==> config.mk <==
export PLATFORM = sky130hd
export DESIGN_NAME = alu_entry_sequencer
export DESIGN_NICKNAME = d
export VERILOG_FILES = /design/src/rtl/alu_ctrl_pkg.sv /design/src/rtl/btn_debounce.sv /design/src/rtl/alu_entry_sequencer.sv
export SDC_FILE = /design/constraint.sdc
export NUM_CORES = 1
export LEC_CHECK = 0
export BUFFER_PORTS_ARGS = -buffer_cell sky130_fd_sc_hd__buf_4
export CORE_MARGIN = 8
export CORE_UTILIZATION = 60
export DETAILED_ROUTE_END_ITERATION = 12
export PLACE_DENSITY = 0.8
export SLEW_MARGIN = 0
export SYNTH_ARGS = -nofsm -noshare
export SYNTH_HDL_FRONTEND = slang
export SYNTH_HIERARCHICAL = 1
export SYNTH_SLANG_ARGS = --single-unit
export TNS_END_PERCENT = 100
==> constraint.sdc <==
create_clock -name clk100mhz -period 3.6 [get_ports clk100mhz]
set_clock_uncertainty 0.1 [all_clocks]
set_input_delay 0.72 -clock clk100mhz [delete_from_list [all_inputs] [get_ports clk100mhz]]
set_output_delay 0.72 -clock clk100mhz [all_outputs]
set_load 0.02 [all_outputs]
==> src/rtl/alu_ctrl_pkg.sv <==
// Shared constants for the alu3 entry sequencer and its display driver.
// State codes are fixed because the display shows them directly.
package alu_ctrl_pkg;

  typedef enum logic [2:0] {
    S_A    = 3'd0,
    S_B    = 3'd1,
    S_OP   = 3'd2,
    S_EXEC = 3'd3,
    S_SHOW = 3'd4
  } state_e;

  localparam logic [1:0] OP_ADD = 2'b00;
  localparam logic [1:0] OP_SUB = 2'b01;
  localparam logic [1:0] OP_MUL = 2'b10;
  localparam logic [1:0] OP_BAD = 2'b11;

  function automatic logic op_is_legal(input logic [1:0] op);
    return op != OP_BAD;
  endfunction

endpackage

==> src/rtl/btn_debounce.sv <==
// Synchronises a raw push button, filters bounce with a stability counter and
// emits a one-cycle press pulse on each accepted 0->1 edge of the filtered level.
module btn_debounce #(
  parameter int unsigned DEBOUNCE_CYCLES = 1_000_000
) (
  input  logic clk100mhz,
  input  logic rst,
  input  logic raw,
  output logic level,
  output logic press
);

  localparam int unsigned CW = $clog2(DEBOUNCE_CYCLES + 1);
  localparam logic [CW-1:0] LAST = CW'(DEBOUNCE_CYCLES - 1);

  logic          sync1;
  logic          sync2;
  logic [CW-1:0] cnt;

  always_ff @(posedge clk100mhz) begin
    if (rst) begin
      sync1 <= 1'b0;
      sync2 <= 1'b0;
      cnt   <= '0;
      level <= 1'b0;
      press <= 1'b0;
    end else begin
      sync1 <= raw;
      sync2 <= sync1;
      press <= 1'b0;
      // cnt counts consecutive synced samples that disagree with the accepted level
      if (sync2 == level) begin
        cnt <= '0;
      end else if (cnt == LAST) begin
        level <= sync2;
        press <= sync2;
        cnt   <= '0;
      end else begin
        cnt <= cnt + CW'(1);
      end
    end
  end

endmodule

==> src/rtl/alu_entry_sequencer.sv <==
// Steps the user through A -> B -> op entry for alu3, waits ALU_LAT cycles for
// the ALU to settle, then holds the captured result until the next confirm.
module alu_entry_sequencer
  import alu_ctrl_pkg::*;
#(
  parameter int unsigned DEBOUNCE_CYCLES = 1_000_000,
  parameter int unsigned ALU_LAT         = 1
) (
  input  logic       clk100mhz,
  input  logic       rst,
  input  logic       btn_next,
  input  logic       btn_clr,
  input  logic [2:0] sw_val,
  input  logic [1:0] sw_op,
  input  logic       sw_dir,
  input  logic [5:0] y6_in,
  input  logic       sign_in,
  output logic [2:0] a_q,
  output logic [2:0] b_q,
  output logic [1:0] op_q,
  output logic       dir_q,
  output logic [2:0] state_o,
  output logic [5:0] result_q,
  output logic       sign_q,
  output logic       result_vld,
  output logic       err_pulse
);

  localparam int unsigned LW = $clog2(ALU_LAT + 1);

  logic          next_press;
  logic          clr_press;
  logic          next_level;
  logic          clr_level;
  logic          unused_levels;
  state_e        state_q;
  logic [LW-1:0] lat_cnt;

  btn_debounce #(
    .DEBOUNCE_CYCLES(DEBOUNCE_CYCLES)
  ) u_next_db (
    .clk100mhz(clk100mhz),
    .rst      (rst),
    .raw      (btn_next),
    .level    (next_level),
    .press    (next_press)
  );

  btn_debounce #(
    .DEBOUNCE_CYCLES(DEBOUNCE_CYCLES)
  ) u_clr_db (
    .clk100mhz(clk100mhz),
    .rst      (rst),
    .raw      (btn_clr),
    .level    (clr_level),
    .press    (clr_press)
  );

  // Only the press pulses matter here; the levels are kept for the display driver later.
  assign unused_levels = next_level ^ clr_level;

  assign state_o = state_q;

  always_ff @(posedge clk100mhz) begin
    if (rst) begin
      state_q    <= S_A;
      a_q        <= '0;
      b_q        <= '0;
      op_q       <= OP_ADD;
      dir_q      <= 1'b0;
      result_q   <= '0;
      sign_q     <= 1'b0;
      result_vld <= 1'b0;
      err_pulse  <= 1'b0;
      lat_cnt    <= '0;
    end else begin
      err_pulse <= 1'b0;
      if (clr_press) begin
        // Clear wins over a coincident next and aborts an in-flight execution.
        state_q    <= S_A;
        a_q        <= '0;
        b_q        <= '0;
        op_q       <= OP_ADD;
        dir_q      <= 1'b0;
        result_q   <= '0;
        sign_q     <= 1'b0;
        result_vld <= 1'b0;
        lat_cnt    <= '0;
      end else begin
        case (state_q)
          S_A: begin
            if (next_press) begin
              a_q     <= sw_val;
              state_q <= S_B;
            end
          end
          S_B: begin
            if (next_press) begin
              b_q     <= sw_val;
              state_q <= S_OP;
            end
          end
          S_OP: begin
            if (next_press) begin
              if (op_is_legal(sw_op)) begin
                op_q    <= sw_op;
                dir_q   <= sw_dir;
                lat_cnt <= LW'(ALU_LAT);
                state_q <= S_EXEC;
              end else begin
                err_pulse <= 1'b1;
              end
            end
          end
          S_EXEC: begin
            if (lat_cnt == LW'(1)) begin
              result_q   <= y6_in;
              sign_q     <= (op_q == OP_SUB) & sign_in;
              result_vld <= 1'b1;
              state_q    <= S_SHOW;
            end else begin
              lat_cnt <= lat_cnt - LW'(1);
            end
          end
          S_SHOW: begin
            if (next_press) begin
              result_vld <= 1'b0;
              state_q    <= S_A;
            end
          end
          default: state_q <= S_A;
        endcase
      end
    end
  end

endmodule

---- Yosys cells after proc, flatten, opt, wreduce, memory -nomap -nowiden ----
Cells that the tools add are included.
storage, ports and cells
  output and inout port bits .............. 21
  bits in registers ....................... 70
  word-level logic and storage cells ...... 79
  input bits .............................. 17
operators by class
  bitwise gates (word level) .............. 7
  equal/unequal tests ..................... 16
  reduce and logical (&&, ||, !) cells .... 18
  mux-type cells .......................... 15
  $add $sub $neg .......................... 3
operators by type and width
  kind                   count
  $add 20x1->20 const B  2
  $eq 20x20->1 const B   2
  $mux 3                 6
  $pmux 3 s5             1
  $reduce_or 3->1        4
  $reduce_and 2->1       5
  $reduce_and 3->1       3
  $ne 2x1->1 const B     4
  $eq 3x2->1 const B     2
  $mux 1                 6
  $ne 2x2->1 const B     3
  $not 1->1              6
  $reduce_and 6->1       1
  $pmux 1 s2             2
  $reduce_bool 2->1      2
  $reduce_or 4->1        1
  $eq 3x1->1 const B     1
  $eq 3x3->1 const B     1
  $logic_not 3->1        1
  $eq 1x1->1             2
  $eq 2x1->1 const B     1
  $reduce_or 2->1        1
  $and 1x1->1            1
  $sub 1x1->1 const B    1

---- Depth between registers and ports, before layout ----
Gate-level depths: netlist (run 1).
  word-level depth ........................ 4
  mapped depth ............................ 7
  gate-level depth less buffers ........... 5

---- Hierarchy ----
The synthesis (run 1) kept the hierarchy.
by module, submodules not included
  module                     sequential area each (um2)  area each (um2)  instances  cells an instance
  btn_debounce at u_next_db  480.5                       1,103.6          1          120
  btn_debounce at u_clr_db   480.5                       1,079.8          1          123
  alu_entry_sequencer        440.4                       920.9            1          96

---- Least setup slack after synthesis (run 1) ----
No wires, ideal clock.
  path kind ............................... register -> register
  from .................................... register u_clr_db.cnt[8]
  to ...................................... register u_clr_db.cnt[17]
  path slack .............................. 1,762 ps
  path buffers ............................ 0
  cell stages (with the launch flop) ...... 5
  library setup time ...................... 70 ps
  clock period less this slack ............ 1,838 ps
  required time ........................... 3,430 ps
  arrival time ............................ 1,668 ps
  path through ............................ dfxtp_1 nand4_4 or4_4 or4_1 a21oi_1
on the way
  cells in the longest elaborated chain, start to end .. 2
  elaborated cells between the ends (all ways) .. 3
  classes of those cells .................. add/sub: 1; eq/ne: 1; reduce/logical: 1
RTL lines
  what                                                                   RTL line            source
  start, declared                                                        btn_debounce.sv:18  logic [CW-1:0] cnt;
  start signal, assigned                                                 btn_debounce.sv:39  cnt <= cnt + CW'(1);
  parallel branches: the longest is 2 deep, another holds $add 20x1->20  n/a
Parallel ways; which one is timed is not known.
A chain may end at the register's enable or synchronous reset.

---- Worst setup path in the final report (run 1) ----
  from .................................... register u_clr_db.cnt[0]
  to ...................................... register u_clr_db.cnt[18]
Same word-level chain as after synthesis.

==> results of run 1 <==
-- power breakdown --
group	internal, mW	switching (mW)	leakage (nW)
Clock	0.407	0.273	0.110
Sequential	0.777	0.00178	0.565
Combinational	0.0147	0.0160	0.576
Total	1.20	0.290	1.25
-- metrics by stage --
stage	total power [mW]	utilization, %
after floorplan	0.808	-
after global placement	0.826	67.5
after detailed placement	0.827	67.5
after CTS	1.50	71.7
after global routing	1.54	71.7
final	1.49	71.7
-- final cells by class --
class                           count  area [um^2]
Tap cell                           70         87.6
Clock buffer                       12          145
Timing Repair Buffer               37          278
Multi-Input combinational cell    248         1590
Inverter                           11         41.3
Fill cell                         388         1430
Clock inverter                      4         70.1
Sequential cell                    70         1400
-- layout by cell type (no fill, tap or decap), drive strengths merged, types with 6 or more instances in the layout --
cell and instances:
dfxtp 70, nor2 48, buf 37, nand2 26, xnor2 26, nand3 21
a21oi 13, nor3 12, o21ai 12, clkbuf 12, nand4 12, inv 11
nor4 11, mux2i 8, o31ai 6, or4 6
-- final timing paths --
| path | slack [ps] | from | end |
|---|---|---|---|
| hold / removal | 350 | u_clr_db/sync1 | u_clr_db/sync2 |
| hold reg to reg | 350 | u_clr_db/sync1 | u_clr_db/sync2 |
| setup / recovery | 1460 | u_clr_db/cnt[0] | u_clr_db/cnt[18] |
| setup reg to reg | 1460 | u_clr_db/cnt[0] | u_clr_db/cnt[18] |
-- critical path: stages, from the launching register on --
cell,delay [ps]
dfxtp_1,390
ha_1,270
nand4_1,250
nor4_1,570
mux2i_1,150
nor4b_1,310
-- layer usage --
layer	wire length [um]	vias up
met2	2880	64
met5	0	-
met1	3040	1178
met3	324	9
met4	111	0
li1	-	1288
-- sequential cells by signal (all words and copies together) (netlist names), 2 cells and up --
register       flops
a_q                3
b_q                3
op_q               2
result_q           6
state_o            3
u_clr_db/cnt      20
u_next_db/cnt     20
-- logic make-up (layout without fill, tap and decap cells) --
group,after synthesis,in the layout,synth area share (%)
AND/OR/NAND/NOR,168,168,31.1
AO/OA/AOI/OAI,40,40,8.42
flip-flops,70,70,45.1
XOR/XNOR,30,30,8.46
multiplexers,8,8,2.58
adder cells (fa/ha/maj),2,2,0.806
buffers and inverters,21,64,3.51
==> impl_metrics.env, run 1 <==
export IMPL_status="complete, no violations"
export IMPL_criticalPathCategory="register to register"
export IMPL_globalRouteMet2Util_pct=27.8
export IMPL_use_met3_pct=3.66
export IMPL_synth_cells=339
export IMPL_layout_min_cycle_time_ps=2140
export IMPL_drt_iter0_markers=145
export IMPL_drive_gt1_share_pct=19.1
export IMPL_maxCapViolations=0
export IMPL_reg2regPathDepth=5
export IMPL_synth_edf_count=0
export IMPL_setup_viol=0
export IMPL_ir_drop_mv=0.237
export IMPL_cts_made_buffers=9
export IMPL_grt_max_degree=20
export IMPL_syn_cell_area_um2=3100
export IMPL_async_flop_share_pct=0
export IMPL_nNetsFinal=396
export IMPL_post_dp_cell_area_um2=3400
export IMPL_die_h_um=87.9
export IMPL_io_pins=38
export IMPL_power_density_nw_per_um2=412
export IMPL_avgSynthCellArea_um2=9.16
export IMPL_areaGrowthSynthToFinish_pct=16.5
export IMPL_cts_resized=0
export IMPL_hold_viol=0
export IMPL_ys_top_cells_by_count="dfxtp_1, nor2_1, nand2_1, xnor2_1, nand3_1"
export IMPL_syn_num_nets=358
export IMPL_rows=26
export IMPL_insertedDiodeCount=0
export IMPL_dpl_cell_count=436
export IMPL_place_congestion=0.786
export IMPL_ys_seq_area_share_pct=45.1
export IMPL_grt_usage_pct=17.3
export IMPL_holdWs_ps=345
export IMPL_grt_pass1_vias=2310
export IMPL_die_area_um2=7730
export IMPL_antenna_found_initial=0
export IMPL_port_buffers=37
export IMPL_hold_buffers=0
export IMPL_holdPathStages=1
export IMPL_yosysUniqueCellTypes=49
export IMPL_static_leakage_power_nw=1.25
export IMPL_design_area_um2=3620
export IMPL_clkTransAtPathRegs_ps=70
export IMPL_ys_warn_count=6
export IMPL_fin_cells=452
export IMPL_post_cts_buffers=0
export IMPL_end_kind="register"
export IMPL_synth_top_area_cell="dfxtp_1"
export IMPL_ys_flop_type="dfxtp_1"
export IMPL_viasPerCell=5.62
export IMPL_cts_root_buf="clkbuf_8"
export IMPL_core_um2=5040
export IMPL_path_max_fanout=5
export IMPL_max_freq_ghz=0.467
export IMPL_met1_usage_pct=21.4
export IMPL_worst_pin_slew_ps=965
export IMPL_initial_utilization_pct=61.6
export IMPL_finalMaxSlewViolations=0
export IMPL_hp_class="register to register"
export IMPL_synth_area_top_cells="dfxtp_1, xnor2_1, nor2_1"
export IMPL_dpl_worst_slack_ps=1510
export IMPL_synth_most_common_cell="dfxtp_1"
export IMPL_max_slew_margin_pct=35.5
export IMPL_required_ps=3730
export IMPL_rsz0062_at_grt="no"
export IMPL_synth_top_cell_area_share_pct=45.1
export IMPL_wl_mm=6.36
export IMPL_fin_ws_ps=1460
export IMPL_startpoint_type="register"
export IMPL_ant_nets=0
export IMPL_ys_ff_latch=70
export IMPL_dpl_hpwl_mm=4.46
export IMPL_cts_max_level=3
export IMPL_vias=2539
export IMPL_period_share_pct=59.5
export IMPL_fin_setup_tns_ps=0
export IMPL_clock_sinks=70
export IMPL_cts_buffer_depth=2
export IMPL_clock_latency_ps=330
export IMPL_grt_pass1_wl_mm=10.6
export IMPL_cts_tree="built"
export IMPL_wl_per_cell_um=14.1
export IMPL_drt_pass1_iter_count=4
export IMPL_die_w_um=87.9
export IMPL_drt_drc_violations_left=0
export IMPL_gr_max_usage_layer="met2"
export IMPL_cp_arrival_ps=2280
export IMPL_overflow=0
(Power assumes the default switching activity.)
==> inputs of run 2 (changes only) <==
ABC_AREA = 1   (was unset)
CORE_UTILIZATION = 52   (was 60)
PLACE_DENSITY = 0.73   (was 0.8)
clock period = 1.8 ns   (was 3.6 ns; I/O delays follow)
==> impl_metrics.env, run 2 <==
export IMPL_port_buffers=37
export IMPL_cp_slowest_cell="dfxtp_1"
export IMPL_ys_top_cells_by_count="nor2_1, nand2_1, dfxtp_1, inv_1, a21oi_1"
export IMPL_maxCapViolations=0
export IMPL_ir_drop_mv=0.633
export IMPL_worst_path_buf_inv=1
export IMPL_clkTransAtPathRegs_ps=70
export IMPL_holdPathStages=3
export IMPL_wl_met2_mm=3.06
export IMPL_nNetsFinal=535
export IMPL_avgSynthCellArea_um2=7.07
export IMPL_yosysUniqueCellTypes=30
export IMPL_grt_pass1_wl_mm=11.9
export IMPL_layout_common_cells="nor2_1, nand2_1, dfxtp_1"
export IMPL_cts_max_level=3
export IMPL_insertedDiodeCount=0
export IMPL_die_w_um=96.0
export IMPL_drt_iter0_markers=118
export IMPL_grt_max_degree=21
export IMPL_path_cells="ha_1 > nand3_2 > nor2_1 > nand3_1 > nand2_2 > buf_12 > nor2_1"
export IMPL_largestRegisters="u_clr_db/cnt x20, u_next_db/cnt x20, result_q x6"
export IMPL_setup_viol=0
export IMPL_ys_warn_count=6
export IMPL_synth_cells=471
export IMPL_max_freq_ghz=0.617
export IMPL_fin_setup_tns_ps=0
export IMPL_ys_ff_latch=70
export IMPL_switchingPower_uw=850
export IMPL_max_slew_margin_pct=75.6
export IMPL_antenna_found_initial=0
export IMPL_cp_top_family="simple AND/OR/NAND/NOR gates"
export IMPL_syn_num_nets=490
export IMPL_end_kind="register"
export IMPL_p_seq_share_pct=48.7
export IMPL_areaGrowthSynthToFinish_pct=16.8
export IMPL_synth_most_common_cell="nor2_1"
export IMPL_layout_commonest_cell="nor2_1"
export IMPL_cts_buffer_depth=2
export IMPL_cts_resized=0
export IMPL_ant_nets=0
export IMPL_reg2regPathDepth=7
export IMPL_required_ps=1930
export IMPL_clock_latency_ps=350
export IMPL_synth_top_area_cell="dfxtp_1"
export IMPL_hp_class="input port to register"
export IMPL_place_congestion=0.852
export IMPL_period_share_pct=90.0
export IMPL_dpl_cell_count=582
export IMPL_p_int_mw=2.48
export IMPL_synth_area_top_cells="dfxtp_1, nor2_1, nand2_1"
export IMPL_startpoint_type="register"
export IMPL_rows=29
export IMPL_die_h_um=96.0
export IMPL_hold_viol=0
export IMPL_wl_met1_mm=3.39
export IMPL_criticalPathCategory="register to register"
export IMPL_p_comb_share_pct=10.2
export IMPL_cts_root_buf="clkbuf_8"
export IMPL_wl_mm=6.96
export IMPL_cts_tree="built"
export IMPL_viasPerCell=5.00
export IMPL_syn_cell_area_um2=3330
export IMPL_grt_usage_pct=16.2
export IMPL_crit_path_frequent_cell="nor2_1"
export IMPL_drt_drc_violations_left=0
export IMPL_wl_per_cell_um=11.6
export IMPL_max_stage_delay_ps=370
export IMPL_worst_pin_slew_ps=365
export IMPL_power_density_nw_per_um2=856
export IMPL_overflow=0
export IMPL_dpl_hpwl_mm=5.18
export IMPL_path_max_fanout=20
export IMPL_static_leakage_power_nw=1.41
export IMPL_async_flop_share_pct=0
export IMPL_rsz0062_at_grt="no"
export IMPL_grt_pass1_vias=2707
export IMPL_cp_arrival_ps=1750
export IMPL_highest_layer="met4"
export IMPL_clkPwrFrac_pct=41.2
export IMPL_post_cts_buffers=0
export IMPL_die_area_um2=9220
export IMPL_synth_top_cell_area_share_pct=42.1
export IMPL_synth_edf_count=0
export IMPL_post_dp_cell_area_um2=3680
export IMPL_hold_buffers=0
export IMPL_layout_min_cycle_time_ps=1620
export IMPL_cp_depth=7
export IMPL_vias=2991
export IMPL_core_um2=6280
export IMPL_io_pins=38
export IMPL_drive_gt1_share_pct=18.4
export IMPL_design_area_um2=3890
export IMPL_power_mw=3.33
export IMPL_status="complete, no violations"
export IMPL_p_sw_share_pct=25.5
export IMPL_initial_utilization_pct=53.0
export IMPL_ys_flop_type="dfxtp_1"
export IMPL_fin_cells=598
export IMPL_drt_pass1_iter_count=4
export IMPL_cts_made_buffers=9
export IMPL_clock_sinks=70
export IMPL_ys_seq_area_share_pct=42.1
export IMPL_n_fill_cell=605
export IMPL_wl_met3_um=350
export IMPL_finalMaxSlewViolations=0
## run 2: changes by cell type after synthesis, sizes merged, moves of 7 or more
cell   delta
nor2     +75
mux2i     -8
nand3     +9
o21ai     +7
nand2    +76
nor4     -11
a21oi    +15
inv      +39
nor3      -8
xnor2    -21
## run 2: tightest hold or removal path, stage by stage
cell	delay [ps]
buf_4	70
inv_1	30
nor2_1	60
## run 2: power by group through the flow
stage	combinational [mW]	sequential (mW)	clock, mW
2_1_floorplan	0.206	1.67	0
3_3_place_gp	0.323	1.66	0
3_5_place_dp	0.330	1.66	0
4_1_cts	0.340	1.62	1.41
5_1_grt	0.385	1.63	1.47
6_report	0.339	1.62	1.37
## run 2: area by class of cell
class                           instances  area, um^2  share of cell area, %
Timing Repair Buffer                   38         298                   7.66
Clock buffer                           10         128                   3.28
Tap cell                               77        96.3                   2.48
Inverter                               51         191                   4.92
Clock inverter                          6        86.3                   2.22
Sequential cell                        70        1400                   36.0
Multi-Input combinational cell        346        1690                   43.4
## run 2: final timing paths
path / start / to / slack [ps]
worst min-delay path: btn_clr / u_clr_db/sync1 / 110
worst max register to register: u_next_db/cnt[0] / u_next_db/cnt[5] / 180
worst min register to register: u_clr_db/sync1 / u_clr_db/sync2 / 300
worst max-delay path: u_next_db/cnt[0] / u_next_db/cnt[5] / 180
## run 2: logic make-up after synthesis
logic type	count (synthesis)	synth area share, %
xor+xnor	13	3.42
buf+inv	55	7.18
compound gates	53	8.61
flops	70	42.1
fa+ha+maj	2	0.751
simple gates	278	38.0
## run 2: per-layer routing
layer  GRT usage [%]  up-vias
li1                -     1584
met1            20.6     1347
met2            25.1       46
met3            3.12       14
met4            9.22        0
met5               0        -
## run 2: stage by stage
stage | worst slack [ps] | hold WS (ps) | util, %
global placement | 247 | 294 | 58.6
floorplan | 341 | 288 | -
finish | 180 | 109 | 62.0
detailed placement | 183 | 300 | 58.6
CTS | 183 | 96.7 | 62.0
global route | 93.0 | 116 | 62.0
